File: src/rtl/atom_sequencer.sv
// atom_sequencer: walks one contiguous register-file range per instruction and
// drives the atom read port. DOT reads are gated by downstream result credits
// and completion waits for every DOT result; LOAD completes with its last read.
module atom_sequencer #(
    parameter int RF_DEPTH = 512,
    parameter int RF_ADDRW = $clog2(RF_DEPTH),
    parameter int CNTW     = 10,
    parameter int CREDITS  = 8,
    parameter int CREDW    = $clog2(CREDITS + 1)
) (
    input  logic                clk,
    input  logic                rst,
    input  logic                i_inst_valid,
    output logic                o_inst_ready,
    input  logic                i_inst_op,
    input  logic [RF_ADDRW-1:0] i_inst_base,
    input  logic [CNTW-1:0]     i_inst_count,
    output logic [RF_ADDRW-1:0] o_raddr,
    output logic                o_rvalid,
    output logic                o_rload,
    input  logic                i_atom_valid,
    input  logic                i_credit_return,
    output logic                o_busy,
    output logic                o_done,
    output logic                o_err
);

    localparam logic [1:0] ST_IDLE  = 2'd0;
    localparam logic [1:0] ST_ISSUE = 2'd1;
    localparam logic [1:0] ST_DRAIN = 2'd2;

    localparam logic OP_DOT  = 1'b0;
    localparam logic OP_LOAD = 1'b1;

    localparam logic [CREDW-1:0] CRED_MAX = CREDW'(CREDITS);
    localparam logic [CREDW-1:0] CRED_ONE = CREDW'(1);
    localparam logic [CNTW-1:0]  CNT_ONE  = CNTW'(1);

    logic [1:0]          r_state;
    logic                r_op;
    logic [RF_ADDRW-1:0] r_base;
    logic [CNTW-1:0]     r_count;
    logic [CNTW-1:0]     r_idx;
    logic [CNTW-1:0]     r_rcvd;
    logic [CREDW-1:0]    r_credits;
    logic [RF_ADDRW-1:0] r_raddr;
    logic                r_rvalid;
    logic                r_rload;
    logic                r_done;
    logic                r_err;

    logic                w_accept;
    logic                w_issue;
    logic                w_dot_issue;
    logic                w_last;
    logic                w_result_ok;
    logic                w_drained;
    logic [RF_ADDRW-1:0] w_addr;

    assign o_inst_ready = (r_state == ST_IDLE);
    assign w_accept     = i_inst_valid && o_inst_ready;
    // A credit returned this cycle only becomes visible through r_credits next cycle.
    assign w_issue      = (r_state == ST_ISSUE) && ((r_op == OP_LOAD) || (r_credits != '0));
    assign w_dot_issue  = w_issue && (r_op == OP_DOT);
    assign w_last       = ((r_idx + CNT_ONE) == r_count);
    // Truncating idx and the sum to the address width gives the modulo-depth wrap.
    assign w_addr       = r_base + RF_ADDRW'(r_idx);
    assign w_result_ok  = (r_state != ST_IDLE) && (r_op == OP_DOT) && (r_rcvd != r_count);
    assign w_drained    = (r_state == ST_DRAIN) && (r_rcvd == r_count);

    // Instruction capture and IDLE/ISSUE/DRAIN sequencing.
    always_ff @(posedge clk) begin
        if (!rst) begin
            r_state <= ST_IDLE;
            r_op    <= OP_DOT;
            r_base  <= '0;
            r_count <= '0;
            r_idx   <= '0;
        end else begin
            case (r_state)
                ST_IDLE: begin
                    if (w_accept) begin
                        r_op    <= i_inst_op;
                        r_base  <= i_inst_base;
                        r_count <= i_inst_count;
                        r_idx   <= '0;
                        if (i_inst_count != '0) begin
                            r_state <= ST_ISSUE;
                        end
                    end
                end
                ST_ISSUE: begin
                    if (w_issue) begin
                        r_idx <= r_idx + CNT_ONE;
                        if (w_last) begin
                            r_state <= (r_op == OP_LOAD) ? ST_IDLE : ST_DRAIN;
                        end
                    end
                end
                ST_DRAIN: begin
                    if (w_drained) begin
                        r_state <= ST_IDLE;
                    end
                end
                default: r_state <= ST_IDLE;
            endcase
        end
    end

    // Registered atom read port; address holds between reads.
    always_ff @(posedge clk) begin
        if (!rst) begin
            r_raddr  <= '0;
            r_rvalid <= 1'b0;
            r_rload  <= 1'b0;
        end else begin
            r_rvalid <= w_issue;
            r_rload  <= w_issue && (r_op == OP_LOAD);
            if (w_issue) begin
                r_raddr <= w_addr;
            end
        end
    end

    // Completion pulse: empty instruction, last LOAD read, or DOT fully drained.
    always_ff @(posedge clk) begin
        if (!rst) begin
            r_done <= 1'b0;
        end else begin
            r_done <= (w_accept && (i_inst_count == '0))
                   || (w_issue && w_last && (r_op == OP_LOAD))
                   || w_drained;
        end
    end

    // Count DOT results returning from the atom.
    always_ff @(posedge clk) begin
        if (!rst) begin
            r_rcvd <= '0;
        end else if (w_accept) begin
            r_rcvd <= '0;
        end else if (i_atom_valid && w_result_ok) begin
            r_rcvd <= r_rcvd + CNT_ONE;
        end
    end

    // Credit accounting and sticky protocol-error detection.
    always_ff @(posedge clk) begin
        if (!rst) begin
            r_credits <= CRED_MAX;
            r_err     <= 1'b0;
        end else begin
            if (i_atom_valid && !w_result_ok) begin
                r_err <= 1'b1;
            end
            if (w_dot_issue && !i_credit_return) begin
                r_credits <= r_credits - CRED_ONE;
            end else if (!w_dot_issue && i_credit_return) begin
                if (r_credits == CRED_MAX) begin
                    r_err <= 1'b1;
                end else begin
                    r_credits <= r_credits + CRED_ONE;
                end
            end
        end
    end

    assign o_raddr  = r_raddr;
    assign o_rvalid = r_rvalid;
    assign o_rload  = r_rload;
    assign o_busy   = (r_state != ST_IDLE);
    assign o_done   = r_done;
    assign o_err    = r_err;

endmodule

File: config.mk
export PLATFORM = sky130hd
export DESIGN_NAME = atom_sequencer
export DESIGN_NICKNAME = d
export VERILOG_FILES = /design/src/rtl/atom_sequencer.sv
export SDC_FILE = /design/constraint.sdc
export NUM_CORES = 1
export LEC_CHECK = 0
export BUFFER_PORTS_ARGS = -buffer_cell sky130_fd_sc_hd__buf_2
export CAP_MARGIN = 15
export CORE_ASPECT_RATIO = 1.75
export CORE_UTILIZATION = 50
export CTS_CLUSTER_SIZE = 20
export DETAILED_ROUTE_END_ITERATION = 7
export GPL_ROUTABILITY_DRIVEN = 1
export MAX_ROUTING_LAYER = met4
export PLACE_DENSITY = 0.73
export REMOVE_ABC_BUFFERS = 1
export SYNTH_ARGS = -nofsm -noshare
export SYNTH_HDL_FRONTEND = slang
export SYNTH_SLANG_ARGS = --single-unit
File: constraint.sdc
create_clock -name clk -period 2.6 [get_ports clk]
set_input_delay 0 -clock clk [delete_from_list [all_inputs] [get_ports clk]]
set_output_delay 0 -clock clk [all_outputs]
set_load 0.01 [all_outputs]
# After elaboration in Yosys (flattened, before gate mapping)
# Cells that the tools add are included.
[word_totals] wordCells=80 regBits=59
[classes] bitwise_logic=2 n_eq_ne=12 n_reduce_logical=32 n_mux=17 add_sub_neg=5
[ops] operator="adder 10 x 1 -> 10 bit (second input constant)" n=2
[ops] operator="equality test 10 bit" n=2
[ops] operator="2-to-1 mux 10 bit" n=2
[ops] operator="one-hot mux 10 bit (2 select lines)" n=1
[ops] operator="logical AND 1 bit" n=14
[ops] operator="2-to-1 mux 2 bit" n=6
[ops] operator="2-to-1 mux 4 bit" n=3
[ops] operator="zero test 10 bit" n=1
[ops] operator="inequality test 10 bit" n=1
[ops] operator="nonzero test 10 bit" n=1
[ops] operator="adder 9 bit" n=1
[ops] operator="inequality test 2 bit (second input constant)" n=4
[ops] operator="one-hot mux 2 bit (3 select lines)" n=1
[ops] operator="nonzero test 2 bit" n=3
[ops] operator="AND reduction 5 bit" n=1
[ops] operator="adder 4 x 1 -> 4 bit (second input constant)" n=1
[ops] operator="equality test 4 bit (second input constant)" n=1
[ops] operator="2-to-1 mux 1 bit" n=4
[ops] operator="inequality test 2 x 1 -> 1 bit (second input constant)" n=2
[ops] operator="AND reduction 2 bit" n=2
[ops] operator="nonzero test 4 bit" n=1
[ops] operator="subtractor 4 x 1 -> 4 bit (second input constant)" n=1
[ops] operator="zero test 1 bit" n=3
[ops] operator="logical OR 1 bit" n=3
[ops] operator="6 further kinds" n=7

# Logic depth before layout (Yosys ltp)
[logic_depth] depth_word=9 mapped_depth=11 ltp_nobuf=10

# Least setup slack after synthesis
# Ideal clock, no wire load.
[synth_timing] path_kind="flip-flop to flip-flop" start="reg r_credits[0]" end="reg r_credits[3]" synth_period_minus_slack_ns=2.668 arrival_ns=2.536 path_slack_ns=-0.068 setup_time_ns=0.132 stages_incl_launch_ff=12 required_time_ns=2.468 path_cell_list="dfxtp_1 or3_1 o31ai_1 clkbuf_1 nor2_1 ha_1 ha_1 a21o_1 a21oi_1 xnor2_1 and3_1 o21ai_1"
[synth_between] elab_chain_cells=8
[synth_lines] item="start: declaration" line="45" text="logic [CREDW-1:0] r_credits;"
[synth_lines] item="start signal: assignment" line="157" text="r_credits <= r_credits - CRED_ONE;"
[synth_lines] item="start signal: assignment" line="162" text="r_credits <= r_credits + CRED_ONE;"
[synth_lines] item="parallel branches: the longest is 8 deep, another holds adder 4 x 1 -> 4 bit"
# Several ways; the timed one is not identified. The select of a mux whose other input is x is not followed.
# A chain may end at the register's enable or synchronous reset.

# Worst setup path in the final report
# Same ends and word-level chain as after synthesis.

==> impl_results.md <==
- Outcome: finished clean
- R2R setup slack: 150 ps
- Sum of negative setup slack: 0 ps
- Static Leak: about 1.5 nW
- Post-CTS setup buffers: 0
- Core ar.: roughly 6000 um^2
- CTS root buffer: clkbuf_8
- Number of synthesized flops with an enable pin: 0
- DR DRC count: 0
- DRT Pass-1 Iters: 5
- DR vias: 2,850
- RSZ-0062 raised after global routing: false
- Via density per instance: around 5.3
- CTS tree: yes
- Detailed Route Iter0 Violations: roughly 140
- Clock Pin Slew Worst Setup and Hold Paths: roughly 60 ps
- NumNets Final: 492
- Syn Inst Count: 388
- Cell Pwr Density: 594.4 nW/um^2
- Syn Area/Cell: between 8 and 9 um^2
- Non-Filler Instances: roughly 530
- Vias in the first global route: 2,756
- Clk_skew: 6.138 ps
- Hold Crit Class: in2reg
- Final hold slack: around 98 ps
- Crit path arrival time: between 2000 and 3000 ps
- RR Startpoint: r_credits[0]
- Hold Crit Depth: 4
- Relative slew slack: between 40 and 50%
- Combinational group share of total power: slightly above 20%
- Cts bufs inserted: 9
- Design Power: between 2 and 2.5 mW
- Period utilization: ~94%
- Internal power: ~1.6 mW
- Final Hold Fails: 0
- Synthesis-to-finish area growth: 22.73%
- Clock latency at the later pin of the worst-skew pair: 350 ps
- Cell count of the worst reg-to-reg path: 10
- Crit-path max FO: 5
- Clock Power Share: roughly a third
- Post-Route WL: 7113 um
- YS warnings: 0
- First-pass GRT wire length: about 12,000 um
- Fmax: slightly above 0.4 GHz
- Number of antenna violations at the first check in global routing: 0
- Post-route cell area: between 3000 and 4000 um^2
- Post-synth ARST share: 0%
- Gr usage total: between 20% and 30%
- HPWL Detailed: roughly 5100 um
- Final setup violating endpoints: 0
- Clock Sinks: between 50 and 60
- Data required time of the worst path: 2830 ps
- Die area: 6573 um^2
- Area of the mapped netlist: about 3100 um^2
- R2r endpoint: r_credits[3]
- Starting Density: a little over half
- Hold Path End: o_err
- Placed insts: just under 500
- Die Height: 106.5 um
- Port Buf Inserts: 39
- Max IR drop VDD: roughly 0.37 mV
- Tightest Pin Transition: between 800 and 900 ps
- IO Count: 40
- Placed Area: roughly 3400 um^2
- Sequential share of the synthesized area: approximately 38%
- Finished Core Util: ~64%
- Die width: about 60 um
- Largest net degree at the start of global routing: 26
- N_diodes: 0
- Max Root-Sink Buffers: 2
- H-Tree Level Count: 3
- Layout cells sized above 1: 14.69%
- Slew Limit Fails: 0
- Startpoint types: flip-flop
- Detail Route Antenna Nets: 0
- Crit Path Category: reg2reg
- Avg WL per Cell: 13.32 um
- Worst setup margin: between 150 and 200 ps
- Post-route minimum period: around 2400 ps
- Flop pwr share: 44.5%
- Ys flop type: dfxtp_1
- Sw frac: 29.05%
- Worst slack, placed: approximately 31 ps
- Netlist cell types: 38
- Global route total overflow: 0
- Placer Congestion: between 0.9 and 1
- Sw power: approximately 0.66 mW
- Yosys reg bits: just under 60
- HP Start: i_credit_return
- # Max-Cap Violations: 0
- CP Capture Type: flip-flop
- Row Count: 37
[state kept, by name, indices dropped and copies added (netlist names)]
register   flops
r_state        2
o_rvalid       1
r_idx         10
o_err          1
o_raddr        9
r_rcvd        10
r_credits      4
r_count       10
r_op           1
o_done         1
o_rload        1
r_base         9
[power groups by stage]
stage               registers [mW]  clock network, mW  logic (mW)
floorplan                     1.03                  0       0.287
global placement              1.03                  0       0.409
detailed placement            1.03                  0       0.422
CTS                           1.01              0.823       0.448
global route                  1.02              0.866       0.517
finish                        1.01              0.801       0.462
[worst max path at each step]
stage | start | endpoint | slack, ps | cells past startpoint
global placement | r_credits[0] | r_credits[3] | 160 | 10
detailed placement | r_credits[0] | r_credits[3] | 30 | 10
global route | r_credits[0] | r_credits[3] | 30 | 10
floorplan | r_credits[0] | r_credits[3] | -810 | 10
finish | r_credits[0] | r_credits[3] | 150 | 10
CTS | r_credits[0] | r_credits[3] | 30 | 10
[cell usage in the layout, fill, tap and decap left out, types with 4 or more instances in the layout]
cell type,Yosys,layout
xnor2_1,33,33
xor2_1,12,12
nor4_1,4,4
or3_1,6,5
nand2_1,65,65
nand4_1,7,7
a21oi_1,44,43
nor2_1,38,38
clkbuf_8,0,13
dfxtp_1,59,59
nand3_1,11,11
nor2b_1,7,7
o21ai_0,6,6
dlygate4sd3_1,0,22
inv_1,14,14
buf_2,0,39
and3_1,5,5
o21ai_1,7,7
buf_4,0,6
ha_1,14,13
nor3_1,6,6
[metal layers]
layer | wire length, um | vias to the layer above | GRT usage, %
met1 | 2895 | 1302 | 26.18
met3 | 235 | 26 | 7.786
met4 | 324 | 0 | 15.08
li1 | - | 1450 | -
met2 | 3658 | 72 | 41.01
met5 | 0 | - | -
[synth_stat cells (2+ instances only)]
library cell / number / area share (%)
nand2_1: 65 / 7.8
dfxtp_1: 59 / 38
a21oi_1: 44 / 7.1
nor2_1: 38 / 4.6
xnor2_1: 33 / 9.3
clkbuf_1: 15 / 1.8
ha_1: 14 / 5.6
inv_1: 14 / 1.7
xor2_1: 12 / 3.4
nand3_1: 11 / 1.8
nand4_1: 7 / 1.4
nor2b_1: 7 / 1.4
o21ai_1: 7 / 1.1
nor3_1: 6 / 0.96
o21ai_0: 6 / 0.96
or3_1: 6 / 1.2
and3_1: 5 / 1.0
nor4_1: 4 / 0.80
a211oi_1: 3 / 0.72
and2_1: 3 / 0.60
nand3b_1: 3 / 0.72
o21a_1: 3 / 0.72
o41ai_1: 3 / 0.84
fa_1: 2 / 1.3
nor3b_1: 2 / 0.48
o211ai_1: 2 / 0.48
o31a_1: 2 / 0.56
o31ai_1: 2 / 0.48
[layout make-up]
cell class | count | area (um^2)
multi-input combinational | 300 | 1847
inverter | 14 | 52.55
timing repair buffer | 67 | 460.4
tap | 78 | 97.59
fill | 513 | 2142
sequential | 59 | 1181
clock buffer | 15 | 186.4
clock inverter | 1 | 5.005
[critical path: stages (launching register included)]
cell	delay (ps)
dfxtp_1	350
or3_4	420
o31ai_2	220
nor2_1	110
ha_2	230
ha_1	290
a21o_1	200
a21oi_2	150
xnor2_1	150
and3_1	170
o21ai_1	50
[logic make-up (layout without fill, tap and decap cells)]
kind of cell | Yosys count | count (layout) | share of synthesized area (%)
adder cells (fa/ha/maj) | 16 | 16 | 6.897
AO/OA/AOI/OAI | 76 | 76 | 14.23
AND/OR/NAND/NOR | 162 | 162 | 24.58
flip-flops | 59 | 59 | 37.85
multiplexers | 1 | 1 | 0.3208
XOR/XNOR | 45 | 45 | 12.63
buffers and inverters | 29 | 97 | 3.488
[repair_timing]
action	in CTS	in global routing
endpoints found under the setup margin	0	1
hold buffers	22	0
hold endpoints to repair	23	0
gates resized for setup	0	3
Power figures use the tool's default switching activity.
